<file path="src/rtl/tpg3_nand3_bist.sv">
// ============================================================================
// Module   : tpg3_nand3_bist
// Purpose  : Exhaustive 3-input NAND self-test: drives all eight input vectors,
//            compares ZN against the ideal response and reports the result.
//            Optional 16-bit response MISR enabled by GF180MCU_FD_SC_MCU9T5V0__TPG3_SIG_EN.
// Revision : 1.0 - initial release
// ============================================================================
`default_nettype none

module tpg3_nand3_bist #(
  parameter int LOOPS  = 1,
  parameter int SETTLE = 2
) (
  input  logic        CLK,
  input  logic        RN,
  input  logic        START,
  input  logic        ABORT,
  output logic        A1,
  output logic        A2,
  output logic        A3,
  input  logic        ZN,
  output logic        DONE,
  output logic        PASS,
  output logic [7:0]  ERR_CNT,
`ifdef GF180MCU_FD_SC_MCU9T5V0__TPG3_SIG_EN
  output logic [15:0] SIG,
`endif
  output logic [2:0]  FIRST_FAIL
);

  localparam logic [3:0] C_SETTLE    = 4'(SETTLE);
  localparam logic [7:0] C_LAST_LOOP = 8'(LOOPS - 1);

  typedef enum logic [1:0] {
    ST_IDLE = 2'd0,
    ST_RUN  = 2'd1,
    ST_DONE = 2'd2
  } state_t;

  state_t      r_state;
  state_t      w_state_next;
  logic [2:0]  r_vec;
  logic [3:0]  r_timer;
  logic [7:0]  r_loop;
  logic [7:0]  r_err;
  logic [2:0]  r_first;
  logic        r_found;
  logic        r_done;
  logic        r_pass;

  logic        w_accept;
  logic        w_sample;
  logic        w_last;
  logic        w_miss;
  logic [7:0]  w_err_next;

  always_comb begin
    w_accept   = START && !ABORT && (r_state == ST_IDLE || r_state == ST_DONE);
    w_sample   = (r_state == ST_RUN) && (r_timer == C_SETTLE);
    w_last     = w_sample && (r_vec == 3'd7) && (r_loop == C_LAST_LOOP);
    w_miss     = w_sample && (ZN != ~(&r_vec));
    w_err_next = (w_miss && r_err != 8'hFF) ? r_err + 8'd1 : r_err;
  end

  always_ff @(posedge CLK or negedge RN) begin
    if (!RN) begin
      r_state <= ST_IDLE;
    end else begin
      r_state <= w_state_next;
    end
  end

  always_comb begin
    w_state_next = r_state;
    if (ABORT) begin
      w_state_next = ST_IDLE;
    end else begin
      case (r_state)
        ST_IDLE, ST_DONE: if (START) w_state_next = ST_RUN;
        ST_RUN:           if (w_last) w_state_next = ST_DONE;
        default:          w_state_next = ST_IDLE;
      endcase
    end
  end

  always_ff @(posedge CLK or negedge RN) begin
    if (!RN) begin
      r_vec   <= 3'd0;
      r_timer <= 4'd0;
      r_loop  <= 8'd0;
      r_err   <= 8'd0;
      r_first <= 3'd0;
      r_found <= 1'b0;
      r_done  <= 1'b0;
      r_pass  <= 1'b0;
    end else if (ABORT) begin
      // Error count and first-fail vector survive an abort for diagnosis.
      r_vec   <= 3'd0;
      r_timer <= 4'd0;
      r_loop  <= 8'd0;
      r_done  <= 1'b0;
      r_pass  <= 1'b0;
    end else if (w_accept) begin
      r_vec   <= 3'd0;
      r_timer <= 4'd0;
      r_loop  <= 8'd0;
      r_err   <= 8'd0;
      r_first <= 3'd0;
      r_found <= 1'b0;
      r_done  <= 1'b0;
      r_pass  <= 1'b0;
    end else if (r_state == ST_RUN) begin
      if (w_sample) begin
        r_err   <= w_err_next;
        r_timer <= 4'd0;
        if (w_miss && !r_found) begin
          r_first <= r_vec;
          r_found <= 1'b1;
        end
        // The final vector stays on the pins while DONE is shown.
        if (w_last) begin
          r_done <= 1'b1;
          r_pass <= (w_err_next == 8'd0);
        end else begin
          r_vec <= r_vec + 3'd1;
          if (r_vec == 3'd7) r_loop <= r_loop + 8'd1;
        end
      end else begin
        r_timer <= r_timer + 4'd1;
      end
    end
  end

`ifdef GF180MCU_FD_SC_MCU9T5V0__TPG3_SIG_EN
  logic [15:0] r_sig;
  logic        w_fb;

  always_comb begin
    w_fb = r_sig[15] ^ ZN;
  end

  // Galois form of x^16 + x^12 + x^5 + 1.
  always_ff @(posedge CLK or negedge RN) begin
    if (!RN) begin
      r_sig <= 16'hFFFF;
    end else if (!ABORT && w_accept) begin
      r_sig <= 16'hFFFF;
    end else if (!ABORT && w_sample) begin
      r_sig <= {r_sig[14:0], 1'b0} ^ (w_fb ? 16'h1021 : 16'h0000);
    end
  end

  assign SIG = r_sig;
`endif

  assign A1         = r_vec[0];
  assign A2         = r_vec[1];
  assign A3         = r_vec[2];
  assign DONE       = r_done;
  assign PASS       = r_pass;
  assign ERR_CNT    = r_err;
  assign FIRST_FAIL = r_first;

endmodule

`default_nettype wire

</file>
<file path="config.mk">
export PLATFORM = sky130hd
export DESIGN_NAME = tpg3_nand3_bist
export DESIGN_NICKNAME = d
export VERILOG_FILES = /design/src/rtl/tpg3_nand3_bist.sv
export SDC_FILE = /design/constraint.sdc
export NUM_CORES = 1
export LEC_CHECK = 0
export BUFFER_PORTS_ARGS = -buffer_cell sky130_fd_sc_hd__buf_2
export CAP_MARGIN = 20
export CORE_AREA = 4 4 93 78
export DETAILED_ROUTE_END_ITERATION = 6
export DIE_AREA = 0 0 97 82
export PLACE_DENSITY = 0.44
export SETUP_SLACK_MARGIN = 0.05
export SYNTH_ARGS = -nofsm -noshare
export SYNTH_HDL_FRONTEND = slang
export SYNTH_SLANG_ARGS = --single-unit
export TNS_END_PERCENT = 50
</file>
<file path="constraint.sdc">
create_clock -name CLK -period 4.6 [get_ports CLK]
set_clock_uncertainty 0.15 [all_clocks]
set_input_delay 0.46 -clock CLK [delete_from_list [all_inputs] [get_ports CLK]]
set_output_delay 0.46 -clock CLK [all_outputs]
set_load 0.02 [all_outputs]
</file>
# --- Yosys cells after proc, flatten, opt, wreduce, memory -nomap -nowiden ---
# Cells that the tools add are included.
word_totals:
  register_bits: 31
op_classes:
  n_addsub: 4
  n_eq_ne: 9
  muxes: 41
  bitwise: 2
  reduce_logical: 29
op_table:
  columns: ["cell", "count"]
  rows:
  - ["8-bit 2-to-1 mux", 10]
  - ["3-bit 2-to-1 mux", 9]
  - ["8-bit by 1-bit adder with 8-bit output (second input constant)", 2]
  - ["8-bit zero test", 2]
  - ["4-bit 2-to-1 mux", 4]
  - ["1-bit 2-to-1 mux", 14]
  - ["3-bit AND reduction", 4]
  - ["3-bit nonzero test", 4]
  - ["3-bit inequality test (second input constant)", 3]
  - ["1-bit logical AND", 8]
  - ["8-bit inequality test (second input constant)", 1]
  - ["4-bit AND reduction", 2]
  - ["2-bit 2-to-1 mux", 3]
  - ["2-bit nonzero test", 3]
  - ["4-bit by 1-bit adder with 4-bit output (second input constant)", 1]
  - ["4-bit by 2-bit equality test with 1-bit output (second input constant)", 1]
  - ["2-bit one-hot mux with 2 select lines", 1]
  - ["3-bit by 1-bit adder with 3-bit output (second input constant)", 1]
  - ["3-bit equality test (second input constant)", 1]
  - ["2-bit by 1-bit equality test with 1-bit output (second input constant)", 1]
  - ["2-bit equality test (second input constant)", 1]
  - ["1-bit zero test", 2]
  - ["2-bit zero test", 1]
  - ["1-bit inverter", 2]
  - ["4 further kinds", 4]

# --- Longest topological paths before layout ---
depth:
  ltp_word: 12
  ltp_mapped: 9
  ltp_nobuf: 7

# --- Worst setup path before layout ---
# No wires, ideal clock.
synth_path:
  path_type: "register -> register"
  startpoint: "register r_vec[0]"
  endpoint: "register r_pass (netlist: PASS)"
  setup_ns: 0.083
  arrival_time_ns: 2.076
  required_time_ns: 4.367
  setup_slack_ns: 2.292
  path_stages_with_launch: 10
  period_less_slack_ns: 2.308
  path_cell_list: "dfrtp_1 -> ha_1 -> ha_1 -> buf_4 -> xnor2_1 -> and3_1 -> clkbuf_2 -> a2111oi_1 -> o221ai_1 -> o21ai_0"
synth_between:
  elab_chain_cells: 12
synth_rtl:
  columns: ["element", "line", "rtl"]
  rows:
  - ["start, declared", "42", "logic [2:0] r_vec;"]
  - ["start signal, assigned", "125", "r_vec <= r_vec + 3'd1;"]
  - ["3-bit AND reduction", "61", "w_miss = w_sample && (ZN != ~(&r_vec));"]
  - ["1-bit inverter", "61", null]
  - ["1-bit inequality test", "61", null]
  - ["1-bit logical AND", "61", null]
  - ["1-bit logical AND", "62", "w_err_next = (w_miss && r_err != 8'hFF) ? r_err + 8'd1 : r_err;"]
  - ["8-bit 2-to-1 mux", "62", null]
  - ["8-bit zero test", "123", "r_pass <= (w_err_next == 8'd0);"]
  - ["1-bit 2-to-1 mux", "121", "if (w_last) begin"]
  - ["1-bit 2-to-1 mux", "113", "if (w_sample) begin"]
  - ["1-bit 2-to-1 mux", "112", "end else if (r_state == ST_RUN) begin"]
  - ["1-bit 2-to-1 mux", "103", "end else if (w_accept) begin"]
  - ["1-bit 2-to-1 mux", "96", "end else if (ABORT) begin"]
  - ["end signal, assigned", "123", null]
  - ["end, declared", "49", "logic r_pass;"]
# Parallel ways exist; a longest one is shown, timed or not. The select of a mux whose other input is x is not followed.
# A chain may end at the register's enable or synchronous reset.

# --- Worst setup path after layout ---
# Ends and elaborated chain as after synthesis.

==> impl_metrics.yaml <==
sta:
  finalSetupViolations: 0
  fmax_mhz: 395
  fin_tns_setup_ps: 0
  fin_crit_sh_pct: 55.0
  max_slew_margin_pct: 51.9
  final_max_slew_viol_count: 0
  setup_slack_ps: 2070
  min_period_ps: 2530
  final_hold_viol_count: 0
  tightest_slew_ps: 722
  rsz0062_at_grt: "false"
cts:
  ctsResizeCount: 0
  cts-root-buf: "clkbuf_8"
  cts.path.max_buffers: 2
  cts_tree: "yes"
  postCtsSetupBuffers: 0
  clk_pin_slew_worst_paths_ps: 70
  clk_latency_ps: 280
  hold_buffers: 0
  cts_buffers: 5
  clock_sinks: 31
  htreeDepth: 2
synthesis:
  yosys-top-cells-count: "dfrtp_1 (31), nor2_1 (23), nand3_1 (14)"
  synth_cell_type_count: 48
  post_synth.cell_area_avg_sq_um: 9.48
  synth_nets: 207
  yosysTopAreaCell: "dfrtp_1"
  ys.warnings.count: 0
  synth-seq-cells: 31
  synth_seq_area_share_pct: 41.9
  ys.flop_type: "dfrtp_1"
  synthArstFlopShare_pct: 100
  netlist_area_sq_um: 1850
  synth_edf_count: 0
  synth_top_area_share_pct: 41.9
  yosysMostFrequentCell: "dfrtp_1"
  synth_area_leaders: "dfrtp_1 (42%), ha_1 (4.7%), nor2_1 (4.7%)"
  syn-instance-count: 195
critical_path:
  crit_type: "register to register"
  r2r_end: "PASS$_DFFE_PN0P_"
  arrival_ps: 2580
  r2r_setup_slack_ps: 2070
  r2r_start: "r_vec[0]$_DFFE_PN0P_"
  crit_required_ps: 4650
  cp_max_fo: 11
  reg2reg_depth: 7
  crit_path_end_kind: "register"
  setup.worst_path.start_class: "register"
  crit_start: "r_vec[0]$_DFFE_PN0P_"
die:
  initial_core_util_pct: 29.5
  io_pins: 21
  fp.dieW_um: 97
  die_y_um: 82
  die-area_sq_um: 7950
  core_sq_um: 6280
  rows: 26
place:
  dpl.hpwl_um: 3070
  gp_congestion: 0.769
  dp_slack_ps: 2080
  portBuffers: 20
power:
  p_int_uw: 398
  power_density_nw_per_um2: 249
  ir_drop_uv: 139
  p_leak_nw: 0.945
  clkPwrFrac_pct: 41.6
  p_sw_share_pct: 23.5
  seq_power_share_pct: 53.0
  p_switching_uw: 122
  comb_power_share_pct: 5.5
global_route:
  grt_overflow: 0
  grt_pass1_wl_um: 7250
  antenna_found_initial: 0
  grt_pass1_vias: 1438
  track_usage_pct: 11.5
  grt_max_degree: 32
finish:
  syn_to_final_growth_pct: 13.1
  drive_gt1_share_pct: 16.5
  fillers: 681
  nNetsFinal: 224
  antenna_cells: 0
run:
  cap_viol_max_count: 0
drt:
  drtIter0Drc: 67
  wl_um: 4250
  wire_per_inst_um: 14.3
  vias: 1467
  firstDrtPassIters: 4
  ant_nets: 0
  drc: 0
  vias_per_cell: 4.96
run_status:
  outcome: "finished, final reports clean"
hold_path:
  hold_class: "input pin to asynchronous set/reset pin"
[layout make-up]
class / instances / area (sq um) / share of cell area, %
multi-input combinational: 147 / 997 / 47.7
clock inverter: 1 / 5.00 / 0.239
inverter: 7 / 26.3 / 1.26
sequential: 31 / 776 / 37.1
timing repair buffer: 20 / 100 / 4.78
clock buffer: 6 / 82.6 / 3.95
tap: 84 / 105 / 5.02
[critical path: stages, from the launching register on]
cell,delay [ps]
dfrtp_1,420
ha_1,210
ha_1,290
xnor2_1,280
nand3_1,350
nor4b_1,420
o221ai_1,170
o21ai_0,170
[sequential cells by signal, summed over array words and instances (netlist names)]
signal      cells
r_state         2
r_vec           3
FIRST_FAIL      3
PASS            1
r_found         1
r_loop          8
r_timer         4
DONE            1
ERR_CNT         8
[power by group through the flow]
stage	registers, mW	clock network [mW]	logic (mW)
floorplan	0.280	0	0.0173
global placement	0.281	0	0.0299
detailed placement	0.281	0	0.0295
CTS	0.276	0.226	0.0295
global route	0.276	0.238	0.0328
finish	0.276	0.216	0.0284
[layout by cell type, fill, tap and decap left out, drive strengths merged, types with 3 or more instances in the layout]
master and n:
xor2 8, a21oi 11, xnor2 4, nor3 9
ha 7, dfrtp 31, nand2 6, nand2b 3
a22o 3, nor4 3, inv 7, mux2i 5
o21ai 6, nand4 5, buf 20, nor2 23
clkbuf 6, nor4b 3, nand3 14, and3 7
[per-stage QoR]
stage	power [mW]	std cells	util, %	instance area, sq um	hold slack (ps)
2_1_floorplan	0.298	195	-	1850	14.4
3_3_place_gp	0.311	289	31.9	2000	316
3_5_place_dp	0.310	289	31.9	2000	314
4_1_cts	0.531	296	33.3	2090	109
5_1_grt	0.546	296	33.3	2090	140
6_report	0.520	296	33.3	2090	87.3
[layer usage]
metal,global-route usage (%),vias up,part of all wire (%)
li1,-,742,-
met4,3.79,0,0.97
met2,16.9,25,42
met3,3.14,4,3.7
met5,0,-,0
met1,16.2,696,54
[logic make-up (layout without fill, tap and decap cells)]
kind of cell | count (synthesis) | count (layout) | synth area share, %
mux | 6 | 6 | 3.32
compound gates | 38 | 38 | 14.6
xor+xnor | 12 | 12 | 5.68
fa+ha+maj | 7 | 7 | 4.74
flops | 31 | 31 | 41.9
buf+inv | 17 | 34 | 4.13
simple gates | 84 | 84 | 25.6
[how the worst max path moves through the flow]
stage                             endpoint  slack (ps)  cells after the start
after floorplan           PASS$_DFFE_PN0P_        2290                      9
after global placement    PASS$_DFFE_PN0P_        2170                      7
after detailed placement  PASS$_DFFE_PN0P_        2080                      7
after CTS                 PASS$_DFFE_PN0P_        2040                      7
after global routing      PASS$_DFFE_PN0P_        1810                      7
final                     PASS$_DFFE_PN0P_        2070                      7
No activity file was read; power rests on OpenSTA's default activity.
